## src/rtl/arb_req_queue_pkg.sv

```systemverilog
// Shared constants and grant helpers for the arbiter request front end.
//   ARB_PORT_IDX_W         : index width for the default requester count
//   ARB_*_DEFAULT          : default sizing for arb_req_queue
//   arb_onehot_to_idx()    : lowest set bit of a grant vector, as an index
package arb_req_queue_pkg;

  localparam int unsigned ARB_NUM_REQ_DEFAULT    = 4;
  localparam int unsigned ARB_PORT_IDX_W         = $clog2(ARB_NUM_REQ_DEFAULT);
  localparam int unsigned ARB_DATA_WIDTH_DEFAULT = 32;
  localparam int unsigned ARB_FIFO_DEPTH_DEFAULT = 4;

  // Widest grant vector the helper accepts; callers zero-extend into it.
  localparam int unsigned ARB_MAX_REQ   = 32;
  localparam int unsigned ARB_MAX_IDX_W = $clog2(ARB_MAX_REQ);

  // Lowest-index set bit wins, so a malformed multi-hot grant still decodes
  // deterministically.
  function automatic logic [ARB_MAX_IDX_W-1:0] arb_onehot_to_idx(
    input logic [ARB_MAX_REQ-1:0] oh
  );
    logic [ARB_MAX_IDX_W-1:0] idx;
    idx = '0;
    for (int i = int'(ARB_MAX_REQ) - 1; i >= 0; i--) begin
      if (oh[i]) idx = ARB_MAX_IDX_W'(i);
    end
    return idx;
  endfunction

endpackage

```

## src/rtl/arb_req_fifo.sv

```systemverilog
// Single-in / single-out synchronous FIFO with occupancy count.
//   i_push/i_data : write request (ignored while full, no pass-through)
//   i_pop         : read request (ignored while empty)
//   o_data        : current head entry
//   o_count       : occupancy 0..DEPTH
//   o_full/o_empty: occupancy flags
module arb_req_fifo #(
  parameter int unsigned DATA_WIDTH = 32,
  parameter int unsigned DEPTH      = 4
) (
  input  logic                          clk,
  input  logic                          rst_n,
  input  logic                          i_push,
  input  logic [DATA_WIDTH-1:0]         i_data,
  input  logic                          i_pop,
  output logic [DATA_WIDTH-1:0]         o_data,
  output logic [$clog2(DEPTH+1)-1:0]    o_count,
  output logic                          o_full,
  output logic                          o_empty
);

  localparam int unsigned PTR_W = $clog2(DEPTH);
  localparam int unsigned CNT_W = $clog2(DEPTH + 1);

  logic [DATA_WIDTH-1:0] r_mem [DEPTH];
  logic [PTR_W-1:0]      r_wptr;
  logic [PTR_W-1:0]      r_rptr;
  logic [CNT_W-1:0]      r_cnt;
  logic                  w_push;
  logic                  w_pop;

  assign o_full  = (r_cnt == CNT_W'(DEPTH));
  assign o_empty = (r_cnt == '0);
  assign o_count = r_cnt;
  assign o_data  = r_mem[r_rptr];

  // Full-ness is judged on registered count, so a same-cycle pop never frees a slot.
  assign w_push = i_push && !o_full;
  assign w_pop  = i_pop && !o_empty;

  // Pointers and count; pointers wrap naturally since DEPTH is a power of two.
  always_ff @(posedge clk or negedge rst_n) begin
    if (!rst_n) begin
      r_wptr <= '0;
      r_rptr <= '0;
      r_cnt  <= '0;
    end else begin
      if (w_push) r_wptr <= PTR_W'(r_wptr + 1'b1);
      if (w_pop)  r_rptr <= PTR_W'(r_rptr + 1'b1);
      if (w_push && !w_pop)      r_cnt <= CNT_W'(r_cnt + 1'b1);
      else if (!w_push && w_pop) r_cnt <= CNT_W'(r_cnt - 1'b1);
    end
  end

  // Storage needs no reset: entries are only visible through a valid count.
  always_ff @(posedge clk) begin
    if (w_push) r_mem[r_wptr] <= i_data;
  end

endmodule

```

## src/rtl/arb_req_queue.sv

```systemverilog
// Requester-side front end for the round-robin arbiter.
//   enq_valid_i/enq_data_i/enq_ready_o : per-port producer push interface
//   req_bitmap_o                       : per-port non-empty, to the arbiter
//   grant_oh_i                         : one-hot grant from the arbiter
//   update_en_o                        : output stage can accept (priority advance)
//   out_valid_o/out_ready_i            : registered output handshake
//   out_data_o/out_port_o              : output payload and its source port
module arb_req_queue
  import arb_req_queue_pkg::*;
#(
  parameter int unsigned NUM_REQUESTERS = ARB_NUM_REQ_DEFAULT,
  parameter int unsigned DATA_WIDTH     = ARB_DATA_WIDTH_DEFAULT,
  parameter int unsigned FIFO_DEPTH     = ARB_FIFO_DEPTH_DEFAULT
) (
  input  logic                                 clk,
  input  logic                                 rst_n,
  input  logic [NUM_REQUESTERS-1:0]            enq_valid_i,
  input  logic [NUM_REQUESTERS*DATA_WIDTH-1:0] enq_data_i,
  output logic [NUM_REQUESTERS-1:0]            enq_ready_o,
  output logic [NUM_REQUESTERS-1:0]            req_bitmap_o,
  input  logic [NUM_REQUESTERS-1:0]            grant_oh_i,
  output logic                                 update_en_o,
  output logic                                 out_valid_o,
  input  logic                                 out_ready_i,
  output logic [DATA_WIDTH-1:0]                out_data_o,
  output logic [$clog2(NUM_REQUESTERS)-1:0]    out_port_o
);

  localparam int unsigned IDX_W = $clog2(NUM_REQUESTERS);
  localparam int unsigned CNT_W = $clog2(FIFO_DEPTH + 1);

  logic [NUM_REQUESTERS-1:0] w_full;
  logic [NUM_REQUESTERS-1:0] w_empty;
  logic [NUM_REQUESTERS-1:0] w_pop;
  logic [NUM_REQUESTERS-1:0] w_eff_grant;
  logic [DATA_WIDTH-1:0]     w_head [NUM_REQUESTERS];
  logic [CNT_W-1:0]          w_cnt  [NUM_REQUESTERS];
  logic                      w_pop_any;
  logic [IDX_W-1:0]          w_idx;

  logic                      r_out_valid;
  logic [DATA_WIDTH-1:0]     r_out_data;
  logic [IDX_W-1:0]          r_out_port;

  for (genvar gi = 0; gi < int'(NUM_REQUESTERS); gi++) begin : g_port
    arb_req_fifo #(
      .DATA_WIDTH (DATA_WIDTH),
      .DEPTH      (FIFO_DEPTH)
    ) u_fifo (
      .clk     (clk),
      .rst_n   (rst_n),
      .i_push  (enq_valid_i[gi]),
      .i_data  (enq_data_i[gi*DATA_WIDTH +: DATA_WIDTH]),
      .i_pop   (w_pop[gi]),
      .o_data  (w_head[gi]),
      .o_count (w_cnt[gi]),
      .o_full  (w_full[gi]),
      .o_empty (w_empty[gi])
    );

    // Flags and count must stay coherent.
    a_cnt_flags : assert property (@(posedge clk) disable iff (!rst_n)
      (w_full[gi] == (w_cnt[gi] == CNT_W'(FIFO_DEPTH))) &&
      (w_empty[gi] == (w_cnt[gi] == '0)));
  end

  assign enq_ready_o  = ~w_full;
  assign req_bitmap_o = ~w_empty;
  assign out_valid_o  = r_out_valid;
  assign out_data_o   = r_out_data;
  assign out_port_o   = r_out_port;

  // Output stage accepts when empty or being drained this cycle.
  assign update_en_o = !r_out_valid || out_ready_i;

  // Grants aimed at empty ports are discarded before decode.
  assign w_eff_grant = grant_oh_i & req_bitmap_o;
  assign w_idx       = IDX_W'(arb_onehot_to_idx(ARB_MAX_REQ'(w_eff_grant)));
  assign w_pop_any   = update_en_o && (|w_eff_grant);

  // Single pop strobe toward the decoded port.
  always_comb begin
    w_pop = '0;
    if (w_pop_any) w_pop[w_idx] = 1'b1;
  end

  // Output register: load on pop, clear on drain-without-refill, hold on stall.
  always_ff @(posedge clk or negedge rst_n) begin
    if (!rst_n) begin
      r_out_valid <= 1'b0;
      r_out_data  <= '0;
      r_out_port  <= '0;
    end else if (update_en_o) begin
      r_out_valid <= w_pop_any;
      if (w_pop_any) begin
        r_out_data <= w_head[w_idx];
        r_out_port <= w_idx;
      end
    end
  end

  // Arbiter must never issue more than one grant bit.
  a_grant_onehot : assert property (@(posedge clk) disable iff (!rst_n)
    $onehot0(grant_oh_i));

endmodule
```

## config.mk

```make
export PLATFORM = sky130hd
export DESIGN_NAME = arb_req_queue
export DESIGN_NICKNAME = d
export VERILOG_FILES = /design/src/rtl/arb_req_queue_pkg.sv /design/src/rtl/arb_req_fifo.sv /design/src/rtl/arb_req_queue.sv
export SDC_FILE = /design/constraint.sdc
export NUM_CORES = 1
export LEC_CHECK = 0
export BUFFER_PORTS_ARGS = -buffer_cell sky130_fd_sc_hd__buf_2
export CAP_MARGIN = 20
export CORE_MARGIN = 1.5
export CORE_UTILIZATION = 54
export CTS_BUF_LIST = sky130_fd_sc_hd__clkbuf_8 sky130_fd_sc_hd__clkbuf_16
export DETAILED_ROUTE_END_ITERATION = 10
export MAX_ROUTING_LAYER = met4
export PLACE_DENSITY = 0.76
export SETUP_SLACK_MARGIN = 0.05
export SLEW_MARGIN = 20
export SYNTH_ARGS = -nofsm -noshare
export SYNTH_HDL_FRONTEND = slang
export SYNTH_HIERARCHICAL = 1
export SYNTH_SLANG_ARGS = --single-unit
```

## constraint.sdc

```tcl
create_clock -name clk -period 3.2 [get_ports clk]
set_clock_uncertainty 0.05 [all_clocks]
set_input_delay 0.16 -clock clk [delete_from_list [all_inputs] [get_ports clk]]
set_output_delay 0.16 -clock clk [all_outputs]
set_load 0.02 [all_outputs]
```

* Word-level counts from Yosys, hierarchy flattened
Memory sizes are Yosys's and may differ from the RTL's. Index checks and enable logic that the tools add are counted.
Word-level totals: flip-flop bits (word level) 63, bits in writable memories 512, input bits 139, output and inout port bits 44, logic and storage cells 118, memories kept 4
Memory list:
- g_port[0].u_fifo.r_mem | depth 4, width 32, rd ports 1, clocked after memory_dff 0, write ports 1, RTL line arb_req_fifo.sv:25 | logic [DATA_WIDTH-1:0] r_mem [DEPTH];
- g_port[1].u_fifo.r_mem | depth 4, width 32, rd ports 1, clocked after memory_dff 0, write ports 1, RTL line arb_req_fifo.sv:25
- g_port[2].u_fifo.r_mem | depth 4, width 32, rd ports 1, clocked after memory_dff 0, write ports 1, RTL line arb_req_fifo.sv:25
- g_port[3].u_fifo.r_mem | depth 4, width 32, rd ports 1, clocked after memory_dff 0, write ports 1, RTL line arb_req_fifo.sv:25
Operators by class: add/subtract/negate cells 16, magnitude comparators 3, eq/ne operators 4, multiplexer cells 26, bitwise operators 4, reductions and logical operators 46
Operators by type and width (count):
- $bmux 32 s2 | 1
- $mux 32 | 2
- $mux 3 | 8
- $logic_and 1x1->1 | 18
- $logic_not 1->1 | 17
- $add 2x1->2 const B | 8
- $add 3x1->3 const B | 4
- $eq 3x3->1 const B | 4
- $logic_not 3->1 | 4
- $sub 3x1->3 const B | 4
- $mux 1 | 9
- $mux 2 | 4
- $not 4->4 | 2
- $reduce_bool 2->1 | 4
- $and 4x4->4 | 1
- $mux 4 | 1
- $reduce_or 4->1 | 1
- $ge 3x3->1 const B | 1
- $lt 2x3->1 const B | 1
- $not 2->3 | 1
- $demux 1 s2 | 1
- $ge 2x1->1 const B | 1
- $reduce_and 2->1 | 1
- $logic_or 1x1->1 | 1

* Depth between registers and ports, before layout
Gate-level depths: netlist of run 1.
word-level depth 16, gate-level depth with buffers 17, depth with buffers taken out 14

* Cells and area by module
The synthesis of run 1 kept the hierarchy.
By module, submodules not included:
- arb_req_fifo | times used 4, cells an instance 204, area each 5094.9 um2
- arb_req_queue | times used 1, cells an instance 258, area each 2611.3 um2

* Worst setup path after synthesis of run 1
No wires, ideal clock.
path type register -> register, start point reg g_port[0].u_fifo.r_cnt[0], end point reg g_port[2].u_fifo.r_cnt[1], arrival 2936 ps, required time 3025 ps, setup slack 89 ps, stages on the path, launching flop included 16, buffers on the path 3, period minus slack after synthesis 3111 ps, cells stage by stage dfrtp_1 or3_1 inv_1 nand2b_1 buf_2 nand2_2 nor2b_1 buf_4 buf_6 nand2_1 a21oi_1 nand2_1 ha_1 inv_1 fa_1 mux2_2
On the way: longest elaborated chain between the ends 13
Ends and longest elaborated chain:
- from (decl) | RTL line arb_req_fifo.sv:28 | logic [CNT_W-1:0] r_cnt;
- from (signal assigned) | RTL line arb_req_fifo.sv:50 | if (w_push && !w_pop) r_cnt <= CNT_W'(r_cnt + 1'b1);
- from (signal assigned) | RTL line arb_req_fifo.sv:51 | else if (!w_push && w_pop) r_cnt <= CNT_W'(r_cnt - 1'b1);
- $logic_not 3->1 * | RTL line arb_req_fifo.sv:33 | assign o_empty = (r_cnt == '0);
- net w_empty[0] | RTL line arb_req_queue.sv:33 | logic [NUM_REQUESTERS-1:0] w_empty;
- $not 4->4 * | RTL line arb_req_queue.sv:68 | assign req_bitmap_o = ~w_empty;
- $and 4x4->4 * | RTL line arb_req_queue.sv:77 | assign w_eff_grant = grant_oh_i & req_bitmap_o;
- $mux 2 | RTL line arb_req_queue_pkg.sv:24 | if (oh[i]) idx = ARB_MAX_IDX_W'(i);
- $lt 2x3->1 (implied by the code) or $ge 2x1->1 (tied branches) | RTL line arb_req_queue.sv:84 | if (w_pop_any) w_pop[w_idx] = 1'b1;
- $logic_and 1x1->1 (implied by the code) | RTL line arb_req_queue.sv:84
- $mux 1 (implied by the code) | RTL line arb_req_queue.sv:84
- $demux 1 s2 | RTL line arb_req_queue.sv:84
- $mux 4 * | RTL line arb_req_queue.sv:84
- net w_pop[2] | RTL line arb_req_queue.sv:34 | logic [NUM_REQUESTERS-1:0] w_pop;
- $logic_and 1x1->1 * | RTL line arb_req_fifo.sv:39 | assign w_pop = i_pop && !o_empty;
- $logic_not 1->1 | RTL line arb_req_fifo.sv:50
- $logic_and 1x1->1 | RTL line arb_req_fifo.sv:50
- $mux 3 or $reduce_bool 2->1 (tied branches)
- to (signal assigned) | RTL line arb_req_fifo.sv:50
- to (signal assigned) | RTL line arb_req_fifo.sv:51
- to (decl) | RTL line arb_req_fifo.sv:28
The timed path passes the listed nets; every way through them passes the cells marked *. A chain may end at the register's enable or synchronous reset.

* Final worst setup path of run 1
start point reg g_port[0].u_fifo.r_cnt[0], end point reg g_port[3].u_fifo.r_cnt[1]
On the way: longest elaborated chain between the ends 13
Ends and longest elaborated chain (RTL line):
- $logic_not 3->1 * | arb_req_fifo.sv:33
- net w_empty[0] | arb_req_queue.sv:33
- $not 4->4 * | arb_req_queue.sv:68
- $and 4x4->4 * | arb_req_queue.sv:77
- $mux 2 | arb_req_queue_pkg.sv:24
- $lt 2x3->1 (implied by the code) or $ge 2x1->1 (tied branches) | arb_req_queue.sv:84
- $logic_and 1x1->1 (implied by the code) | arb_req_queue.sv:84
- $mux 1 (implied by the code) | arb_req_queue.sv:84
- $demux 1 s2 | arb_req_queue.sv:84
- $mux 4 * | arb_req_queue.sv:84
- net w_pop[3] | arb_req_queue.sv:34
- $logic_and 1x1->1 * | arb_req_fifo.sv:39
- $logic_not 1->1 | arb_req_fifo.sv:50
- $logic_and 1x1->1 | arb_req_fifo.sv:50
- $mux 3 or $reduce_bool 2->1 (tied branches)
- to (signal assigned) | arb_req_fifo.sv:50
- to (signal assigned) | arb_req_fifo.sv:51
- to (decl) | arb_req_fifo.sv:28
Marked as above.

==> results of run 1 <==
==> per-layer routing <==
layer | GRT usage (%) | routed length [µm] | up-vias
met5 | - | 0 | -
met4 | 5.62 | 962 | 0
met3 | 4.19 | 3150 | 71
met2 | 39.3 | 25800 | 436
met1 | 34.6 | 21500 | 6183
li1 | - | - | 5105
==> worst paths after layout <==
check                                             from  slack, ps                           to
min in group asynchronous                        rst_n        200   g_port[0].u_fifo/r_wptr[1]
max in group asynchronous                        rst_n       2190   g_port[1].u_fifo/r_rptr[0]
max reg2reg                g_port[0].u_fifo/o_count[0]        200  g_port[3].u_fifo/o_count[1]
min reg2reg                g_port[1].u_fifo/o_count[2]        430  g_port[1].u_fifo/o_count[2]
min                                     enq_valid_i[1]         20   g_port[1].u_fifo/r_wptr[0]
max                        g_port[0].u_fifo/o_count[0]        200  g_port[3].u_fifo/o_count[1]
==> state kept, by name, indices dropped and copies added (netlist names) <==
| signal | count |
|---|---|
| g_port.u_fifo/r_rptr | 8 |
| g_port.u_fifo/o_count | 12 |
| out_data_o | 32 |
| g_port.u_fifo/r_wptr | 8 |
| out_valid_o | 1 |
| out_port_o | 2 |
| g_port.u_fifo/r_mem | 512 |
==> final cells by class <==
class | instances | area share [%]
Antenna cell | 2 | 0.0183
Inverter | 25 | 0.342
Sequential cell | 575 | 61.8
Tap cell | 539 | 2.46
Clock inverter | 44 | 1.02
Timing Repair Buffer | 349 | 9.51
Multi-Input combinational cell | 407 | 19.6
Clock buffer | 58 | 5.17
==> report_power, final <==
part / internal (mW) / switching [mW] / leakage (nW)
clock network: 3.43 / 2.66 / 0.885
registers: 10.0 / 0.949 / 5.44
logic: 3.34 / 4.14 / 3.42
total: 16.8 / 7.75 / 9.74
==> cells by family (layout without fill, tap and decap cells) <==
kind of cell | count (synthesis) | in the layout
AOI/OAI and AO/OA | 102 | 102
xor gates and xnor gates | 24 | 24
adders and majority gates | 24 | 24
buffers and inverters | 92 | 476
DFF | 575 | 575
muxes | 136 | 136
other | 0 | 2
and+or+nand+nor | 121 | 121
==> worst max-delay path, delay by kind of cell, from the launching register on <==
family	cells	cell delay [ps]
muxes	1	280
DFF	1	440
and+or+nand+nor	5	980
adders and majority gates	2	660
buffers and inverters	3	450
==> timing repair <==
item | 4_1_cts | 5_1_grt
endpoints found under the setup margin | 0 | 2
resized for setup | 0 | 1
endpoints found under the hold margin | 576 | 0
buffers inserted | 0 | 0
hold buffers | 130 | 0
==> cells in the final DEF (no fill, tap or decap), types with 5 or more instances in the layout <==
cell type	n
sky130_fd_sc_hd__buf_2	181
sky130_fd_sc_hd__o31ai_2	29
sky130_fd_sc_hd__ha_1	20
sky130_fd_sc_hd__mux4_2	112
sky130_fd_sc_hd__buf_12	9
sky130_fd_sc_hd__edfxtp_1	512
sky130_fd_sc_hd__nand2_1	39
sky130_fd_sc_hd__buf_4	28
sky130_fd_sc_hd__inv_1	35
sky130_fd_sc_hd__dfrtp_1	59
sky130_fd_sc_hd__mux4_1	16
sky130_fd_sc_hd__or3_1	5
sky130_fd_sc_hd__a221oi_1	32
sky130_fd_sc_hd__dlygate4sd3_1	130
sky130_fd_sc_hd__and3_1	32
sky130_fd_sc_hd__nor2_1	7
sky130_fd_sc_hd__clkinv_2	13
sky130_fd_sc_hd__xor2_1	8
sky130_fd_sc_hd__xnor2_1	16
sky130_fd_sc_hd__clkinv_1	13
sky130_fd_sc_hd__and2_1	16
sky130_fd_sc_hd__a211oi_2	29
sky130_fd_sc_hd__clkbuf_16	55
==> results.md, run 1 <==
| Item | This run |
|---|---|
| Outcome | complete, no violations |
| TritonCTS Sinks | 575 |
| CP max FO | 36 |
| Iter 0 DRT Violations | 1203 |
| Post-route non-filler standard cell count | 1999 |
| Area of the multi-input gates | 5380 µm² |
| Initial Util | 54.8% |
| Number of enable flip-flop cells after synthesis | 512 |
| Part of the cycle the worst path needs | 93.7% |
| Maximum Capacitance Violations | 0 |
| ANT nets after route | 0 |
| Total overflow reported by the global router | 0 |
| Element type at the critical path start | flip-flop |
| Largest area contributor in the synthesized netlist | sky130_fd_sc_hd__edfxtp_1 |
| Simple-gate share of the synthesized area | 2.98% |
| Sequential share of the synthesized area | 73.7% |
| Fin Setup TNS | 0 ps |
| Flops & latches, synth | 575 |
| Vias post-DR | 11800 |
| Clock-pin slew reported for the worst setup and hold paths after clock tree synthesis | 60 ps |
| Top-area cell type share of the netlist area | 66.9% |
| Initial antenna violation count | 2 |
| Gr usage total | 24.9% |
| Design Area, Final | 27400 µm² |
| Cell type with the highest occurrence count on the critical path | sky130_fd_sc_hd__inv_1 |
| Insertion delay of the later-clocked pin in the worst-skew pair | 600 ps |
| Placed wire-length estimate | 33400 µm |
| FMAX | 334 MHz |
| Critical Path Max Stage Delay | 440 ps |
| Routed Wire Length | 51500 µm |
| Share of flip-flops with an asynchronous set or reset after synthesis | 11.0% |
| Synth Area in XOR/XNOR | 0.914% |
| Number of synthesis warnings | 6 |
| Input/output buffers | 182 |
| Most frequent cell after synthesis | sky130_fd_sc_hd__edfxtp_1 |
| Total cell area at the placement stage | 24400 µm² |
| Core region area | 41900 µm² |
| Mapped Avg Cell Area | 21.4 µm² |
| Vert. Die Dim | 209 µm |
| Area fraction in compound gates after synthesis | 4.77% |
| Vias in the first global route | 12100 |
| Tightest hold margin | 19.1 ps |
| Floorplan die area | 43800 µm² |
| Total power divided by cell area | 896 nW/µm² |
| P_leak | 9.74 nW |
| Cell-by-cell trace of the critical path | or3_1 -> inv_1 -> nand2b_1 -> buf_6 -> nand2_4 -> nor2_1 -> nand2_1 -> ha_1 -> inv_1 -> fa_1 -> mux2_2 |
| Worst IR drop on VDD | 0.000700 V |
| Largest net degree at the start of global routing | 64 |
| H-tree Lvls | 2 |
| Number of iterations in the first detailed-routing pass | 7 |
| Die Wd | 209 µm |
| Minimum setup slack after placement | 198 ps |
| Global placer's final weighted congestion | 0.810 |
| Most used flip-flop cell after synthesis | sky130_fd_sc_hd__edfxtp_1 |
| Summed instance area of the synthesized netlist | 23000 µm² |
| Min cycle time layout | 3000 ps |
| Share of post-route cells with drive strength above 1 | 33.9% |
| Final setup violating endpoints | 0 |
| Number of max-slew violations in the final report | 0 |
| TritonCTS clock tree | built |
| Drt wl/cell | 25.7 µm |
| Syn Inst Count | 1074 |
| Cell at the slowest stage of the critical path | sky130_fd_sc_hd__dfrtp_1 |
| Data required, critical path | 3620 ps |
| Worst Hold Path Cells | 3 |
| Ranking of synthesized cells by area | sky130_fd_sc_hd__edfxtp_1, sky130_fd_sc_hd__mux4_2, sky130_fd_sc_hd__dfrtp_1 |
| Global-route wire length before repair | 76800 µm |
| Mux contribution to synthesized area | 13.3% |
| Final core utilization | 65.4% |
| Pin slew with the least headroom to its limit | 976 ps |
| TritonCTS buffer count | 55 |
| Via-per-instance ratio | 5.90 |
| Worst max-slew margin expressed relative to the limit | 34.9% |
| Master cell of the clock root buffer | sky130_fd_sc_hd__clkbuf_16 |
| Total area of sequential cells | 17000 µm² |
| Top cells by count, synth | sky130_fd_sc_hd__edfxtp_1, sky130_fd_sc_hd__mux4_2, sky130_fd_sc_hd__dfrtp_1, sky130_fd_sc_hd__nand2_1 |
| Worst endpoint data arrival time | 3420 ps |
| Kind of path behind the tightest hold check | in -> reg |
| Final setup slack of the worst path | 202 ps |
| Std cell rows | 75 |
| Final hold violation count | 0 |
| Synth Area in Adders | 1.44% |
| Count of nets after finishing | 1576 |
| Depth of the worst register-to-register path | 11 |
| Cells after DPL | 1765 |
| Type of the setup path with the least slack | reg -> reg |
| Number of fillers in the final layout | 2745 |
| I/O pin total | 183 |
| Synthesized Nets | 1237 |
| RSZ-0062 raised after global routing | false |
| Number of buffers on the longest clock path | 3 |
| Power Total | 24.6 mW |
| Synth unique cells | 41 |
| Worst Setup End Kind | flip-flop |
| Number of remaining DRC errors | 0 |
| Main combinational cell family by area after synthesis | multiplexers |
| Area overhead of the layout relative to synthesis | 19.3% |
Note: power is estimated with default switching activity, not from simulation.
==> inputs of run 2 (changes only) <==
--- a/config.mk
+++ b/config.mk
@@ -7,12 +7,14 @@
 export LEC_CHECK = 0
 export BUFFER_PORTS_ARGS = -buffer_cell sky130_fd_sc_hd__buf_2
 export CAP_MARGIN = 20
+export CELL_PAD_IN_SITES_DETAIL_PLACEMENT = 1
+export CELL_PAD_IN_SITES_GLOBAL_PLACEMENT = 1
 export CORE_MARGIN = 1.5
-export CORE_UTILIZATION = 54
+export CORE_UTILIZATION = 47
 export CTS_BUF_LIST = sky130_fd_sc_hd__clkbuf_8 sky130_fd_sc_hd__clkbuf_16
 export DETAILED_ROUTE_END_ITERATION = 10
 export MAX_ROUTING_LAYER = met4
-export PLACE_DENSITY = 0.76
+export PLACE_DENSITY_LB_ADDON = 0.1
 export SETUP_SLACK_MARGIN = 0.05
 export SLEW_MARGIN = 20
 export SYNTH_ARGS = -nofsm -noshare
==> run 2 against run 1 <==
Sequential power is essentially flat. Highest routed layer unchanged. Largest power group unchanged. Die area grew 15%. Final cell count increased by 4.8%. Critical endpoint unchanged.
==> results.md, run 2 (synthesis results as in run 1) <==
| Item | This run | Change |
|---|---|---|
| Outcome | complete, no violations |  |
| Share of total power in the clock network | 26.0% | +1.2 points |
| TritonCTS clock tree | built |  |
| TritonCTS Sinks | 575 | unchanged |
| Die Wd | 224 µm | +7.1% |
| Worst max-slew margin expressed relative to the limit | 42.9% | +7.9 points |
| Post-route non-filler standard cell count | 2094 | +4.8% |
| Share of post-route cells with drive strength above 1 | 34.7% | +0.78 points |
| Final hold violation count | 0 | unchanged |
| Via-per-instance ratio | 5.63 | -4.5% |
| H-tree Lvls | 2 | unchanged |
| ANT nets after route | 0 | unchanged |
| P_leak | 9.81 nW | +0.75% |
| Std cell rows | 80 | +6.7% |
| Global-route wire length before repair | 80900 µm | +5.3% |
| Worst endpoint data arrival time | 3400 ps | -20 ps |
| Data required, critical path | 3640 ps | +20 ps |
| Initial Util | 47.9% | -7.0 points |
| Cell-by-cell trace of the critical path | or3_1 -> inv_1 -> nand2b_1 -> nand2_2 -> nor2b_4 -> nand2_1 -> nor2_1 -> nand2_1 -> ha_1 -> inv_1 -> fa_1 -> mux2_2 |  |
| CP max FO | 4 | -89% |
| Part of the cycle the worst path needs | 92.2% | -1.4 points |
| Critical Path Max Stage Delay | 440 ps | about the same |
| Maximum Capacitance Violations | 0 | unchanged |
| Core region area | 48000 µm² | +15% |
| Power Total | 25.1 mW | +2.3% |
| Cell at the slowest stage of the critical path | sky130_fd_sc_hd__dfrtp_1 |  |
| Gr usage total | 23.0% | -1.9 points |
| Switching power | 8.10 mW | +4.4% |
| Number of buffers on the longest clock path | 3 | unchanged |
| Floorplan die area | 50300 µm² | +15% |
| Area overhead of the layout relative to synthesis | 20.2% |  |
| RSZ-0062 raised after global routing | false |  |
| Total overflow reported by the global router | 0 | unchanged |
| Postcts setup bufs | 0 | unchanged |
| Iter 0 DRT Violations | 740 | -38% |
| Worst Setup End Kind | flip-flop |  |
| Number of fillers in the final layout | 4227 | +54% |
| Number of remaining DRC errors | 0 | unchanged |
| Cells after DPL | 1849 | +4.8% |
| Type of the setup path with the least slack | reg -> reg |  |
| Initial antenna violation count | 3 | +1 |
| Input/output buffers | 182 | unchanged |
| Number of max-slew violations in the final report | 0 | unchanged |
| Total power divided by cell area | 909 nW/µm² | +1.4% |
| Area of the multi-input gates | 5390 µm² | +0.14% |
| Master cell of the clock root buffer | sky130_fd_sc_hd__clkbuf_16 |  |
| Most frequent cells in the layout | sky130_fd_sc_hd__edfxtp_1, sky130_fd_sc_hd__buf_2, sky130_fd_sc_hd__dlygate4sd3_1, sky130_fd_sc_hd__mux4_2, sky130_fd_sc_hd__dfrtp_1 |  |
| Net switching fraction of the power | 32.2% | +0.67 points |
| Fin Setup TNS | 0 ps | unchanged |
| Internal power consumption | 17.0 mW | +1.2% |
| Critical path's top delay family | simple AND/OR/NAND/NOR gates |  |
| Vias in the first global route | 12400 | +2.2% |
| Drt wl/cell | 26.4 µm | +2.6% |
| Number of iterations in the first detailed-routing pass | 5 | -2 |
| TritonCTS buffer count | 58 | +5.5% |
| Largest net degree at the start of global routing | 64 | unchanged |
| Count of nets after finishing | 1590 | +0.89% |
| Min cycle time layout | 2950 ps | -46.4 ps |
| Register name with the most flops | g_port.u_fifo/r_mem |  |
| Flip-flop count of the largest register after layout | 512 | unchanged |
| Sequential share of power | 42.7% | -2.1 points |
| Kind of path behind the tightest hold check | in -> reg |  |
| Pin slew with the least headroom to its limit | 857 ps | -119 ps |
| Most frequent standard cell in the layout excluding fill and tap cells | sky130_fd_sc_hd__edfxtp_1 |  |
| Routed Wire Length | 55300 µm | +7.5% |
| Element type at the critical path start | flip-flop |  |
| FMAX | 339 MHz | +1.6% |
| I/O pin total | 183 | unchanged |
| Final setup violating endpoints | 0 | unchanged |
| Insertion delay of the later-clocked pin in the worst-skew pair | 620 ps | +20 ps |
| Vias post-DR | 11800 | unchanged |
| Global placer's final weighted congestion | 0.777 | -4.2% |
| Crit path buf inv count | 2 | -1 |
| Total area of sequential cells | 17000 µm² | unchanged |
| Comb pwr share | 31.3% | +0.9 points |
| Worst IR drop on VDD | 0.000546 V | -22% |
| Clock-pin slew reported for the worst setup and hold paths after clock tree synthesis | 60 ps | about the same |
| Vert. Die Dim | 224 µm | +7.1% |
| Placed wire-length estimate | 35700 µm | +7.0% |
run 2: per-stage QoR:
stage               worst slack (ps)  hold slack, ps  cell area (µm²)  utilization [%]
detailed placement              78.7             265            24500             50.9
global route                     112            45.4            27600             57.5
global placement                 165             259            24500             50.9
floorplan                       88.8            -186            23000                -
CTS                              149            13.2            27600             57.5
finish                           248            56.4            27600             57.5
run 2: cell type report:
class / count / share of cell area [%]
tap: 615 / 2.78
sequential: 575 / 61.3
clock inverter: 52 / 1.38
antenna: 2 / 0.0181
inverter: 25 / 0.339
timing repair buffer: 360 / 9.39
clock buffer: 58 / 5.25
multi-input combinational: 407 / 19.5
run 2: path summary, 6_finish.rpt:
check	start	end	slack [ps]	cells after the start
setup / recovery	g_port[1].u_fifo/o_count[0]	g_port[3].u_fifo/o_count[1]	250	12
hold / removal	enq_valid_i[2]	g_port[2].u_fifo/r_wptr[0]	60	3
setup reg to reg	g_port[1].u_fifo/o_count[0]	g_port[3].u_fifo/o_count[1]	250	12
hold reg to reg	g_port[3].u_fifo/r_rptr[1]	g_port[3].u_fifo/r_rptr[1]	430	1
max in group asynchronous	rst_n	g_port[3].u_fifo/r_rptr[0]	2340	2
min in group asynchronous	rst_n	out_data_o[8]	120	2
run 2: tightest hold or removal path, stage by stage:
cell and delay [ps]:
sky130_fd_sc_hd__buf_2 90, sky130_fd_sc_hd__nor2b_1 250, sky130_fd_sc_hd__xnor2_1 170
run 2: timing repair:
action | CTS | global route
setup endpoints to repair | 1 | 1
gates cloned | 0 | 0
endpoints found under the hold margin | 582 | 0
hold buffers | 133 | 0
gates resized for setup | 1 | 1
run 2: power groups by stage:
stage | clock (mW) | combinational (mW) | sequential [mW]
after floorplan | 0 | 5.32 | 10.9
after global placement | 0 | 7.79 | 10.8
after detailed placement | 0 | 7.85 | 10.9
after CTS | 6.67 | 8.03 | 10.7
after global routing | 6.90 | 8.37 | 10.9
final | 6.54 | 7.85 | 10.7
run 2: routing by layer:
layer	GRT usage, %	wire (µm)
met5	-	0
met4	5.02	952
met3	3.78	3050
met2	35.6	26900
met1	32.5	24400
==> inputs of run 3 (changes only) <==
--- a/config.mk
+++ b/config.mk
@@ -15,6 +15,7 @@
 export DETAILED_ROUTE_END_ITERATION = 10
 export MAX_ROUTING_LAYER = met4
 export PLACE_DENSITY_LB_ADDON = 0.1
+export REMOVE_ABC_BUFFERS = 1
 export SETUP_SLACK_MARGIN = 0.05
 export SLEW_MARGIN = 20
 export SYNTH_ARGS = -nofsm -noshare
==> run 3 against run 2 <==
Non-clock buffer count increased by 2. Via count down 1.1%. Sequential power about the same. Register-to-register slack better by 60 ps. Flip-flop and latch count is the same. Design area increased by 0.14%. Maximum frequency up 2.1%. Final cell count grew 0.14%. Count of clock-buffer cells in the layout increased by 4. Hold slack got worse by 38 ps. Critical endpoint is now g_port[2].u_fifo/o_count[1]. Largest power group unchanged.
==> results.md, run 3 (synthesis results as in run 1) <==
| Item | This run | Change |
|---|---|---|
| Depth of the worst register-to-register path | 12 | unchanged |
| Iter 0 DRT Violations | 841 | +14% |
| Share of total power in the clock network | 25.6% | -0.4 points |
| Register name with the most flops | g_port.u_fifo/r_mem |  |
| Final hold violation count | 0 | unchanged |
| Maximum Capacitance Violations | 0 | unchanged |
| Type of the setup path with the least slack | reg -> reg |  |
| Part of the cycle the worst path needs | 90.3% | -1.9 points |
| Vias in the first global route | 12700 | +2.8% |
| Final core utilization | 57.6% | +0.081 points |
| R2R Setup Slk | 310 ps | +60 ps |
| Flip-flop count of the largest register after layout | 512 | unchanged |
| FMAX | 346 MHz | +2.1% |
| Number of iterations in the first detailed-routing pass | 5 | unchanged |
| Met1 track demand over resource in global routing | 31.4% | -1.1 points |
| Drt wl/cell | 26.5 µm | +0.30% |
| Worst Setup End Kind | flip-flop |  |
| Floorplan die area | 50300 µm² | unchanged |
| Largest net degree at the start of global routing | 64 | unchanged |
| TritonCTS clock tree | built |  |
| Total power divided by cell area | 899 nW/µm² | -1.0% |
| Gr usage total | 23.4% | +0.45 points |
| Global placer's final weighted congestion | 0.756 | -2.7% |
| Number of buffers on the longest clock path | 3 | unchanged |
| Met3 track demand over resource in global routing | 4.34% | +0.56 points |
| Vert. Die Dim | 224 µm | unchanged |
| Worst IR drop on VDD | 0.000579 V | +6.0% |
| GR Layer Usage met2 | 37.3% | +1.7 points |
| Std cell rows | 80 | unchanged |
| ANT nets after route | 0 | unchanged |
| Kind of path behind the tightest hold check | in -> reg |  |
| Net switching fraction of the power | 31.7% | -0.54 points |
| Postcts setup bufs | 0 | unchanged |
| Initial Util | 47.9% | unchanged |
| Core region area | 48000 µm² | unchanged |
| Most frequent cells in the layout | sky130_fd_sc_hd__edfxtp_1, sky130_fd_sc_hd__buf_2, sky130_fd_sc_hd__dlygate4sd3_1, sky130_fd_sc_hd__mux4_2 |  |
| I/O pin total | 183 | unchanged |
| Worst Hold Path Cells | 5 | +2 |
| Outcome | complete, no violations |  |
| Input/output buffers | 182 | unchanged |
| Most utilized layer in the global route result | met2 |  |
| CP max FO | 4 | unchanged |
| Clock-pin slew reported for the worst setup and hold paths after clock tree synthesis | 60 ps | about the same |
| Worst max-slew margin expressed relative to the limit | 41.0% | -1.8 points |
| Sequential share of power | 43.6% | +0.9 points |
| Die Wd | 224 µm | unchanged |
| Master cell of the clock root buffer | sky130_fd_sc_hd__clkbuf_16 |  |
| Insertion delay of the later-clocked pin in the worst-skew pair | 600 ps | -20 ps |
| Count of nets after finishing | 1591 | +0.063% |
| Final setup violating endpoints | 0 | unchanged |
| Element type at the critical path start | flip-flop |  |
| Min cycle time layout | 2890 ps | -61.6 ps |
| Number of remaining DRC errors | 0 | unchanged |
| TritonCTS buffer count | 57 | -1.7% |
| TritonCTS Sinks | 575 | unchanged |
| Area overhead of the layout relative to synthesis | 20.4% |  |
| Number of max-slew violations in the final report | 0 | unchanged |
| Global-route wire length before repair | 82800 µm | +2.3% |
| Total overflow reported by the global router | 0 | unchanged |
| Power Total | 24.9 mW | -0.87% |
| Data required, critical path | 3630 ps | about the same |
| Switching power | 7.89 mW | -2.5% |
| RSZ-0062 raised after global routing | false |  |
| P_leak | 9.85 nW | +0.42% |
| Routed Wire Length | 55500 µm | +0.45% |
| Vias post-DR | 11700 | -1.1% |
| H-tree Lvls | 2 | unchanged |
| Via-per-instance ratio | 5.56 | -1.2% |
| Pin slew with the least headroom to its limit | 885 ps | +27.3 ps |
| Internal power consumption | 17.0 mW | about the same |
| Comb pwr share | 30.7% | -0.6 points |
| Most frequent standard cell in the layout excluding fill and tap cells | sky130_fd_sc_hd__edfxtp_1 |  |
| Worst endpoint data arrival time | 3320 ps | -80 ps |
| Share of post-route cells with drive strength above 1 | 34.0% | -0.63 points |
| Initial antenna violation count | 7 | +4 |
| Placed wire-length estimate | 34200 µm | -4.3% |
-- run 3: cell count changes in the layout (fill, tap and decap cells not counted), sizes merged --
cell and change:
clkinv -16, inv +11, diode +5, clkbuf +4
buf +2, bufinv -2, clkinvlp -1
-- run 3: area by class of cell --
cell class	instances	area [µm²]
Sequential cell	575	17000
Timing Repair Buffer	362	2670
Clock inverter	44	263
Multi-Input combinational cell	407	5390
Clock buffer	62	1520
Inverter	25	93.8
Tap cell	615	769
Antenna cell	7	17.5
Fill cell	4274	20400
-- run 3: final timing paths --
kind	endpoint	from
max	g_port[2].u_fifo/o_count[1]	g_port[0].u_fifo/o_count[0]
min	g_port[1].u_fifo/r_rptr[1]	grant_oh_i[1]
max reg2reg	g_port[2].u_fifo/o_count[1]	g_port[0].u_fifo/o_count[0]
min reg2reg	out_data_o[15]	out_data_o[15]
max in group asynchronous	g_port[1].u_fifo/r_rptr[0]	rst_n
min in group asynchronous	out_data_o[11]	rst_n
-- run 3: power by group through the flow --
stage / clock (mW) / combinational (mW) / sequential (mW)
global placement: 0 / 7.56 / 10.9
finish: 6.38 / 7.66 / 10.9
detailed placement: 0 / 7.66 / 11.0
floorplan: 0 / 4.19 / 11.4
global route: 6.74 / 8.21 / 11.0
CTS: 6.52 / 7.83 / 10.9
-- run 3: worst max-delay path, cell delays in order (launching register included) --
cell                       delay, ps
sky130_fd_sc_hd__dfrtp_1         430
sky130_fd_sc_hd__or3_1           440
sky130_fd_sc_hd__inv_1            90
sky130_fd_sc_hd__nand2b_1        180
sky130_fd_sc_hd__nand2_2         100
sky130_fd_sc_hd__nor2b_4         120
sky130_fd_sc_hd__nand2_1          70
sky130_fd_sc_hd__a21oi_1         190
sky130_fd_sc_hd__nand2_1         120
sky130_fd_sc_hd__ha_1            240
sky130_fd_sc_hd__inv_1            70
sky130_fd_sc_hd__fa_1            410
sky130_fd_sc_hd__mux2_2          270
-- run 3: what timing repair did --
item,CTS,global route
endpoints found under the hold margin,579,0
hold buffers,133,0
resized for setup,0,1
endpoints found under the setup margin,0,1
-- run 3: layer usage --
layer	up-vias	wire length (µm)
li1	5136	-
met1	6150	24300
met2	308	27300
met3	75	2920
met4	0	1030
met5	-	0
-- run 3: through the flow --
step	setup TNS (ps)	cell area (µm²)	setup slack, ps	instances	hold WS [ps]
finish	0	27700	310	2097	18.3
global route	0	27700	103	2097	48.4
CTS	0	27700	215	2090	16.7
detailed placement	0	24500	227	1851	268
global placement	0	24500	318	1851	262
floorplan	-60970	22400	-2360	1007	-186
